[config.mk]
export PLATFORM = sky130hd
export DESIGN_NAME = solenoid_drive_ctrl_flat
export DESIGN_NICKNAME = d
export VERILOG_FILES = /design/src/rtl/solenoid_drive_ctrl_if.sv /design/src/rtl/solenoid_drive_ctrl.sv /design/src/flat_wrapper.sv
export SDC_FILE = /design/constraint.sdc
export NUM_CORES = 1
export LEC_CHECK = 0
export CAP_MARGIN = 10
export CORE_MARGIN = 3
export CORE_UTILIZATION = 50
export CTS_CLUSTER_SIZE = 28
export DETAILED_ROUTE_END_ITERATION = 16
export GPL_TIMING_DRIVEN = 0
export PLACE_DENSITY = 0.7
export SLEW_MARGIN = 20
export SYNTH_ARGS = -nofsm -noshare
export SYNTH_HDL_FRONTEND = slang
export SYNTH_SLANG_ARGS = --single-unit
[constraint.sdc]
create_clock -name hw_clk -period 6.9 [get_ports hw_clk]
set_input_delay 1.38 -clock hw_clk [delete_from_list [all_inputs] [get_ports hw_clk]]
set_output_delay 1.38 -clock hw_clk [all_outputs]
set_load 0.01 [all_outputs]
[src/rtl/solenoid_drive_ctrl_if.sv]
// solenoid_drive_ctrl_if: request/abort inputs and relay/arbitration outputs
// of the lock solenoid sequencer, bundled so request sources and the
// controller share one port.
interface solenoid_drive_ctrl_if;
  logic [2:0] req;
  logic       lock_now;
  logic       relay_ctrl;
  logic [2:0] grant;
  logic       busy;
  logic       done;
  logic [2:0] reject;

  // Request side: drives unlock requests and the abort, watches the relay
  modport master (
    output req, lock_now,
    input  relay_ctrl, grant, busy, done, reject
  );

  // Controller side
  modport slave (
    input  req, lock_now,
    output relay_ctrl, grant, busy, done, reject
  );
endinterface

[src/rtl/solenoid_drive_ctrl.sv]
// solenoid_drive_ctrl: arbitrates unlock requests from keypad (bit0), remote
// (bit1) and service (bit2) and sequences the active-low solenoid relay
// through PULL_IN -> HOLD -> COOLDOWN to protect the coil and the supply.
// Optional feature macro: SOLENOID_PWM_HOLD_EN (hold phase is PWM'd instead
// of driven continuously).
module solenoid_drive_ctrl #(
  parameter logic [23:0] PULL_CYCLES = 24'd2_500_000,
  parameter logic [23:0] HOLD_CYCLES = 24'd8_000_000,
  parameter logic [23:0] COOL_CYCLES = 24'd5_000_000,
  parameter logic [7:0]  PWM_PERIOD  = 8'd16,
  parameter logic [7:0]  HOLD_DUTY   = 8'd6
) (
  input  logic                  hw_clk,
  input  logic                  rst,
  solenoid_drive_ctrl_if.slave  bus
);

  localparam logic [1:0] ST_IDLE    = 2'd0;
  localparam logic [1:0] ST_PULL_IN = 2'd1;
  localparam logic [1:0] ST_HOLD    = 2'd2;
  localparam logic [1:0] ST_COOL    = 2'd3;

  // Zero-length phases would make the terminal-count-of-1 scheme underflow.
  generate
    if (PULL_CYCLES == 24'd0 || HOLD_CYCLES == 24'd0 || COOL_CYCLES == 24'd0 ||
        PWM_PERIOD < 8'd2 || HOLD_DUTY > 8'd255) begin : g_bad_params
      $error("solenoid_drive_ctrl: cycle counts must be >= 1 and PWM_PERIOD >= 2");
    end
  endgenerate

  logic [1:0]  state_q, state_nxt;
  logic [23:0] cnt_q, cnt_nxt;
  logic [2:0]  grant_q, grant_nxt;
  logic [2:0]  reject_q, reject_nxt;
  logic        relay_q, relay_nxt;
  logic        busy_q, busy_nxt;
  logic        done_q, done_nxt;
  logic [2:0]  winner;
  logic        hold_on_nxt;

`ifdef SOLENOID_PWM_HOLD_EN
  logic [7:0]  pwm_q, pwm_nxt;
`endif

  // Lowest-index active requester wins arbitration
  always_comb begin
    winner = 3'b000;
    if (bus.req[0])      winner = 3'b001;
    else if (bus.req[1]) winner = 3'b010;
    else if (bus.req[2]) winner = 3'b100;
  end

  // Next-state, counter and refusal decisions for the sequencer
  always_comb begin
    state_nxt  = state_q;
    cnt_nxt    = cnt_q;
    grant_nxt  = grant_q;
    reject_nxt = 3'b000;
`ifdef SOLENOID_PWM_HOLD_EN
    pwm_nxt    = 8'd0;
`endif
    case (state_q)
      ST_IDLE: begin
        grant_nxt = 3'b000;
        if (bus.req != 3'b000) begin
          if (bus.lock_now) begin
            reject_nxt = bus.req;
          end else begin
            grant_nxt  = winner;
            reject_nxt = bus.req & ~winner;
            state_nxt  = ST_PULL_IN;
            cnt_nxt    = PULL_CYCLES;
          end
        end
      end
      ST_PULL_IN: begin
        reject_nxt = bus.req;
        if (bus.lock_now) begin
          state_nxt = ST_COOL;
          cnt_nxt   = COOL_CYCLES;
          grant_nxt = 3'b000;
        end else if (cnt_q == 24'd1) begin
          state_nxt = ST_HOLD;
          cnt_nxt   = HOLD_CYCLES;
        end else begin
          cnt_nxt = cnt_q - 24'd1;
        end
      end
      ST_HOLD: begin
        reject_nxt = bus.req & ~grant_q;
        if (bus.lock_now) begin
          state_nxt = ST_COOL;
          cnt_nxt   = COOL_CYCLES;
          grant_nxt = 3'b000;
        end else if ((bus.req & grant_q) != 3'b000) begin
          cnt_nxt = HOLD_CYCLES;
        end else if (cnt_q == 24'd1) begin
          state_nxt = ST_COOL;
          cnt_nxt   = COOL_CYCLES;
          grant_nxt = 3'b000;
        end else begin
          cnt_nxt = cnt_q - 24'd1;
`ifdef SOLENOID_PWM_HOLD_EN
          pwm_nxt = (pwm_q >= PWM_PERIOD - 8'd1) ? 8'd0 : pwm_q + 8'd1;
`endif
        end
      end
      ST_COOL: begin
        reject_nxt = bus.req;
        grant_nxt  = 3'b000;
        if (cnt_q == 24'd1) begin
          state_nxt = ST_IDLE;
          cnt_nxt   = 24'd0;
        end else begin
          cnt_nxt = cnt_q - 24'd1;
        end
      end
      default: begin
        state_nxt = ST_IDLE;
        cnt_nxt   = 24'd0;
        grant_nxt = 3'b000;
      end
    endcase
  end

  // Hold-phase drive level: PWM pattern or continuously on
  always_comb begin
`ifdef SOLENOID_PWM_HOLD_EN
    hold_on_nxt = (pwm_nxt < HOLD_DUTY);
`else
    hold_on_nxt = 1'b1;
`endif
  end

  // Registered outputs derived from the upcoming state
  always_comb begin
    relay_nxt = 1'b1;
    if (state_nxt == ST_PULL_IN)   relay_nxt = 1'b0;
    else if (state_nxt == ST_HOLD) relay_nxt = ~hold_on_nxt;
    busy_nxt = (state_nxt != ST_IDLE);
    done_nxt = (state_nxt == ST_COOL) && (state_q != ST_COOL);
  end

  // State, counter and output registers with synchronous reset
  always_ff @(posedge hw_clk) begin
    if (rst) begin
      state_q  <= ST_IDLE;
      cnt_q    <= 24'd0;
      grant_q  <= 3'b000;
      reject_q <= 3'b000;
      relay_q  <= 1'b1;
      busy_q   <= 1'b0;
      done_q   <= 1'b0;
    end else begin
      state_q  <= state_nxt;
      cnt_q    <= cnt_nxt;
      grant_q  <= grant_nxt;
      reject_q <= reject_nxt;
      relay_q  <= relay_nxt;
      busy_q   <= busy_nxt;
      done_q   <= done_nxt;
    end
  end

`ifdef SOLENOID_PWM_HOLD_EN
  // Hold PWM phase counter, cleared on HOLD entry and on every extension
  always_ff @(posedge hw_clk) begin
    if (rst) pwm_q <= 8'd0;
    else     pwm_q <= pwm_nxt;
  end
`endif

  assign bus.relay_ctrl = relay_q;
  assign bus.grant      = grant_q;
  assign bus.busy       = busy_q;
  assign bus.done       = done_q;
  assign bus.reject     = reject_q;

endmodule
[src/flat_wrapper.sv]
// flat-port wrapper written by rule: the top's interface ports become plain ports
module solenoid_drive_ctrl_flat 
#(
  parameter logic [23:0] PULL_CYCLES = 24'd2_500_000,
  parameter logic [23:0] HOLD_CYCLES = 24'd8_000_000,
  parameter logic [23:0] COOL_CYCLES = 24'd5_000_000,
  parameter logic [7:0]  PWM_PERIOD  = 8'd16,
  parameter logic [7:0]  HOLD_DUTY   = 8'd6
)
  (hw_clk, rst, bus_req, bus_lock_now, bus_relay_ctrl, bus_grant, bus_busy, bus_done, bus_reject);
  solenoid_drive_ctrl_if bus_i ();
  input  logic hw_clk;
  input  logic rst;
  input wire logic [$bits(bus_i.req)-1:0] bus_req;
  input wire logic [$bits(bus_i.lock_now)-1:0] bus_lock_now;
  output wire logic [$bits(bus_i.relay_ctrl)-1:0] bus_relay_ctrl;
  output wire logic [$bits(bus_i.grant)-1:0] bus_grant;
  output wire logic [$bits(bus_i.busy)-1:0] bus_busy;
  output wire logic [$bits(bus_i.done)-1:0] bus_done;
  output wire logic [$bits(bus_i.reject)-1:0] bus_reject;
  assign bus_i.req = bus_req;
  assign bus_i.lock_now = bus_lock_now;
  assign bus_relay_ctrl = bus_i.relay_ctrl;
  assign bus_grant = bus_i.grant;
  assign bus_busy = bus_i.busy;
  assign bus_done = bus_i.done;
  assign bus_reject = bus_i.reject;
  solenoid_drive_ctrl #(.PULL_CYCLES(PULL_CYCLES), .HOLD_CYCLES(HOLD_CYCLES), .COOL_CYCLES(COOL_CYCLES), .PWM_PERIOD(PWM_PERIOD), .HOLD_DUTY(HOLD_DUTY)) u_core (.hw_clk(hw_clk), .rst(rst), .bus(bus_i));
endmodule
# Yosys cells after proc, flatten, opt, wreduce, memory -nomap -nowiden
# Cells that the tools add are included.
# word_totals
wordCells	67
output_inout_bits	9
inputBits	6
ff_bits	35
# classes
n_mux	33
n_eq_ne	13
n_reduce_logical	8
n_bitwise	5
n_addsub	1
# ops
op	n
2-to-1 mux 24 bit	8
case mux 24 bit (4 select lines)	1
2-to-1 mux 3 bit	11
== test 24 x 1 -> 1 bit (second input constant)	1
subtractor 24 x 1 -> 24 bit (second input constant)	1
2-to-1 mux 2 bit	8
case mux 3 bit (4 select lines)	1
bitwise AND 3 bit	3
case mux 3 bit (3 select lines)	1
== test 2 bit (second input constant)	4
case mux 2 bit (4 select lines)	1
!= test 2 bit (second input constant)	3
inverter 3 bit	2
nonzero test 3 bit	2
== test 2 x 1 -> 1 bit (second input constant)	2
!= test 3 x 2 -> 1 bit (second input constant)	1
!= test 3 bit (second input constant)	1
AND reduction 3 bit	1
logical NOT 2 bit	1
2-to-1 mux 1 bit	2
!= test 2 x 1 -> 1 bit (second input constant)	1
AND reduction 2 bit	1
nonzero test 2 bit	1
OR reduction 2 bit	1
logical AND 1 bit	1

# Logic depth before layout (Yosys ltp)
# depth
depth_word	8
depth_mapped	10

# Worst setup path after synthesis
# OpenSTA, ideal clock, no wires.
# synth_path
kind	input -> register
start	input port bus_req[0]
end	register u_core.cnt_q[16]
slack_ps	3912
n_path_buf	1
arrival_time_ps	2887
stages	5
path_cell_list	a222oi_1 > a22o_1 > o211ai_1 > buf_2 > o41ai_1
# synth_via
elab_chain_cells	5
elab_cells_between_ends	8
# synth_rtl
element	line	rtl
start: declaration	flat_wrapper.sv:14	input wire logic [$bits(bus_i.req)-1:0] bus_req;
bitwise AND 3 bit	solenoid_drive_ctrl.sv:95	end else if ((bus.req & grant_q) != 3'b000) begin
nonzero test 3 bit	solenoid_drive_ctrl.sv:95	
2-to-1 mux 24 bit	solenoid_drive_ctrl.sv:95	
2-to-1 mux 24 bit	solenoid_drive_ctrl.sv:91	if (bus.lock_now) begin
case mux 24 bit (4 select lines)	solenoid_drive_ctrl.sv:62	case (state_q)
end signal: assignment	solenoid_drive_ctrl.sv:156	cnt_q <= cnt_nxt;
end: declaration	solenoid_drive_ctrl.sv:32	logic [23:0] cnt_q, cnt_nxt;
# Parallel ways exist; a longest one is shown, timed or not.
# A chain may end at the register's enable or synchronous reset.

# Worst setup path after layout
# layout_path
start	input port bus_req[0]
end	register u_core.cnt_q[18]
# Same word-level chain as after synthesis.

==> impl_results.md <==
- Setup TNS: 0 ns
- Worst clock skew: 0.00929 ns
- 1st-pass router iterations: 6
- # port buffers: 13
- Max Fclk: 265 MHz
- # hold bufs at CTS: 0
- First-pass GRT wire length: ~9900 um
- Clock transition at path regs: 0.07 ns
- Top post-synthesis cells by area: dfxtp_1, o21ai_0, nor2_1
- Clock Sinks: 35
- Vias post-DR: 2232
- Crit path DAT: 3.99 ns
- Register bit total from synthesis: 35
- Slew headroom: 26.6%
- Remaining antenna violation count: 0
- Tcrit/Tclk final: 54.7%
- Finished Cell Area: 2400 um2
- Area delta synth->final: 12.9%
- Die footprint: 5070 um2
- P per Cell Area: 246 nW/um2
- Critical R2R Capture: u_core.cnt_q[18]$_SDFFE_PP0P_
- Synth cell types: 53
- Die W: 71.2 um
- Post-synth EDFFs: 0
- Clock Path Buffers: 2
- Nets: 307
- Setup-failing EPs final: 0
- Min cycle time layout: roughly 3.8 ns
- Synth warnings: 0
- Clk_lat worst skew: between 0.2 and 0.3 ns
- Post-CTS setup buffer count: 0
- Reg-to-reg critical path startpoint: u_core.cnt_q[4]$_SDFFE_PP0P_
- R2R setup slack: 4.09 ns
- Largest net degree at the start of global routing: 11
- Status: finished, final reports clean
- Diode count: 0
- Comb pwr share: 34.8%
- Area share of the largest cell type after synthesis: 33.0%
- Post-route DRC violation count: 0
- Predominant post-synthesis flop cell: dfxtp_1
- Hold Crit Start: u_core.cnt_q[18]$_SDFFE_PP0P_
- Iter 0 DRT Violations: 311
- Hold crit path type: flop to flop
- Psw: 217 uW
- Element type at the critical path end: flop
- CTS tree: done
- Async SR Flop Fraction: 0%
- Clk root buf: clkbuf_8
- Mapped Cells: roughly 280
- Slew at the pin closest to its max-slew limit: approximately 1.1 ns
- IR drop worst, VDD: 117 uV
- Startpoint Class: input pin
- Vias in the first global route: 1996
- Ports: 15
- Total congestion overflow: 0
- WL final: 5880 um
- Layout cell share with drive strength beyond 1: about a tenth
- Core footprint: 4060 um2
- Synth area leader: dfxtp_1
- Worst Reg-to-Reg Cells: 7
- Worst Hold End: u_core.cnt_q[18]$_SDFFE_PP0P_
- Critical path type: input pin to flop
- Row count: 23
- Required @ worst endpoint: 7.11 ns
- Crit path max fanout: 8
- Leakage: 0.000900 uW
- Gr usage total: 24.3%
- Final hold vios: 0
- Max cap viols: 0
- Cts bufs inserted: 5
- PostCTS Resize Cnt: 0
- Dpl hpwl: 4240 um
- Sw Share: 36.7%
- Final slew viol count: 0
- Seq pwr share: 41.4%
- Max H-tree Level: 2
- Hold path cells: 2
- Sequential-to-total area share from yosys stat: between 30% and 40%
- Syn Area/Cell: 7.67 um2
- Post-DR wirelength/cell: between 15 and 20 um
- Setup repair after global routing missed its margin: false
- Syn nets: approximately 290
- Initial Util: 52.4%
- Antenna violations before repair: 0
- Die height: 71.2 um
- Clk network pwr share: a little under a quarter
- Cell area after synthesis: 2120 um2
- Placed inst area: approximately 2300 um2
- Internal power: roughly 370 uW
- RePlAce Congestion: approximately 0.93
- DR vias/cell: 6.41
-- metal layers --
metal | routed length (um) | GRT usage (%) | up-vias
met2 | 2510 | 34.3 | 113
met5 | 0 | 0 | -
met1 | 2720 | 35.8 | 1033
met4 | 136 | 10.0 | 0
met3 | 510 | 4.69 | 18
li1 | - | - | 1068
-- worst max-delay path, cell delays in order --
cell             delay [ns]
clkdlybuf4s50_1        0.51
a222oi_1               1.00
a31oi_1                0.22
a21oi_1                0.47
o21ai_0                0.16
a211oi_1               0.23
-- logic make-up after synthesis --
family          Yosys count  synth area share (%)
xor+xnor                  4                  1.65
buf+inv                  28                  5.71
simple gates            112                  28.6
compound gates           93                  28.3
fa+ha+maj                 4                  2.36
mux                       1                 0.471
flops                    35                  33.0
-- registers in the layout, summed over array words and instances, names as in the netlist --
signal and count:
u_core.cnt_q 24, u_core.bus.grant 3, u_core.bus.reject 3, u_core.state_q 2
u_core.bus.busy 1, u_core.bus.done 1, u_core.bus.relay_ctrl 1
-- Yosys cell counts (all sizes together), types with 3 or more instances --
library cell  count
a211oi            4
a21oi            24
a31oi             6
a32o              4
and2              3
buf               9
clkbuf            8
dfxtp            35
ha                4
inv              11
nand2            19
nand2b            4
nand3             3
nor2             31
nor2b             7
nor3             18
nor4              8
o211ai            3
o21ai            26
o22ai             3
o31ai             7
or3               6
or4               6
xor2              3
-- final cells by class --
class / instances / area (um2)
Buffer: 17 / 80.1
Clock buffer: 7 / 76.3
Clock inverter: 1 / 5.00
Fill cell: 383 / 1660
Inverter: 11 / 41.3
Multi-Input combinational cell: 214 / 1300
Sequential cell: 35 / 701
Tap cell: 50 / 62.6
Timing Repair Buffer: 13 / 130
-- how the worst max path moves through the flow --
stage | depth (start not counted) | to | start
global route | 6 | u_core.cnt_q[18]$_SDFFE_PP0P_ | bus_req[0]
finish | 6 | u_core.cnt_q[18]$_SDFFE_PP0P_ | bus_req[0]
detailed placement | 6 | u_core.cnt_q[18]$_SDFFE_PP0P_ | bus_req[0]
floorplan | 5 | u_core.cnt_q[16]$_SDFFE_PP0P_ | bus_req[0]
global placement | 6 | u_core.cnt_q[18]$_SDFFE_PP0P_ | bus_req[0]
CTS | 6 | u_core.cnt_q[18]$_SDFFE_PP0P_ | bus_req[0]
-- cells in the final DEF (no fill, tap or decap), types with 5 or more instances in the layout --
cell,count
nor3_1,17
clkbuf_8,5
nor4_1,5
clkbuf_1,10
o31ai_1,7
o21ai_0,25
nor2b_1,7
a21oi_1,23
dfxtp_1,35
a31oi_1,6
inv_1,11
buf_2,7
or3_1,5
clkdlybuf4s50_1,13
nor2_1,31
nand2_1,19
-- metrics by stage --
stage / hold WS (ns) / util (%) / setup WS, ns / total power (uW) / instances
2_1_floorplan: 0.426 / - / 3.91 / 394 / 277
3_3_place_gp: 0.460 / 57.1 / 3.03 / 446 / 340
3_5_place_dp: 0.468 / 57.1 / 3.02 / 448 / 340
4_1_cts: 0.481 / 59.1 / 3.27 / 588 / 348
5_1_grt: 0.514 / 59.1 / 3.03 / 625 / 348
6_report: 0.477 / 59.1 / 3.13 / 589 / 348
-- power by group through the flow --
stage	combinational (uW)	clock, uW	sequential [uW]
finish	205	140	244
global route	226	152	247
CTS	200	144	244
detailed placement	199	0	248
global placement	199	0	247
floorplan	150	0	244
Power figures use the tool's default switching activity.
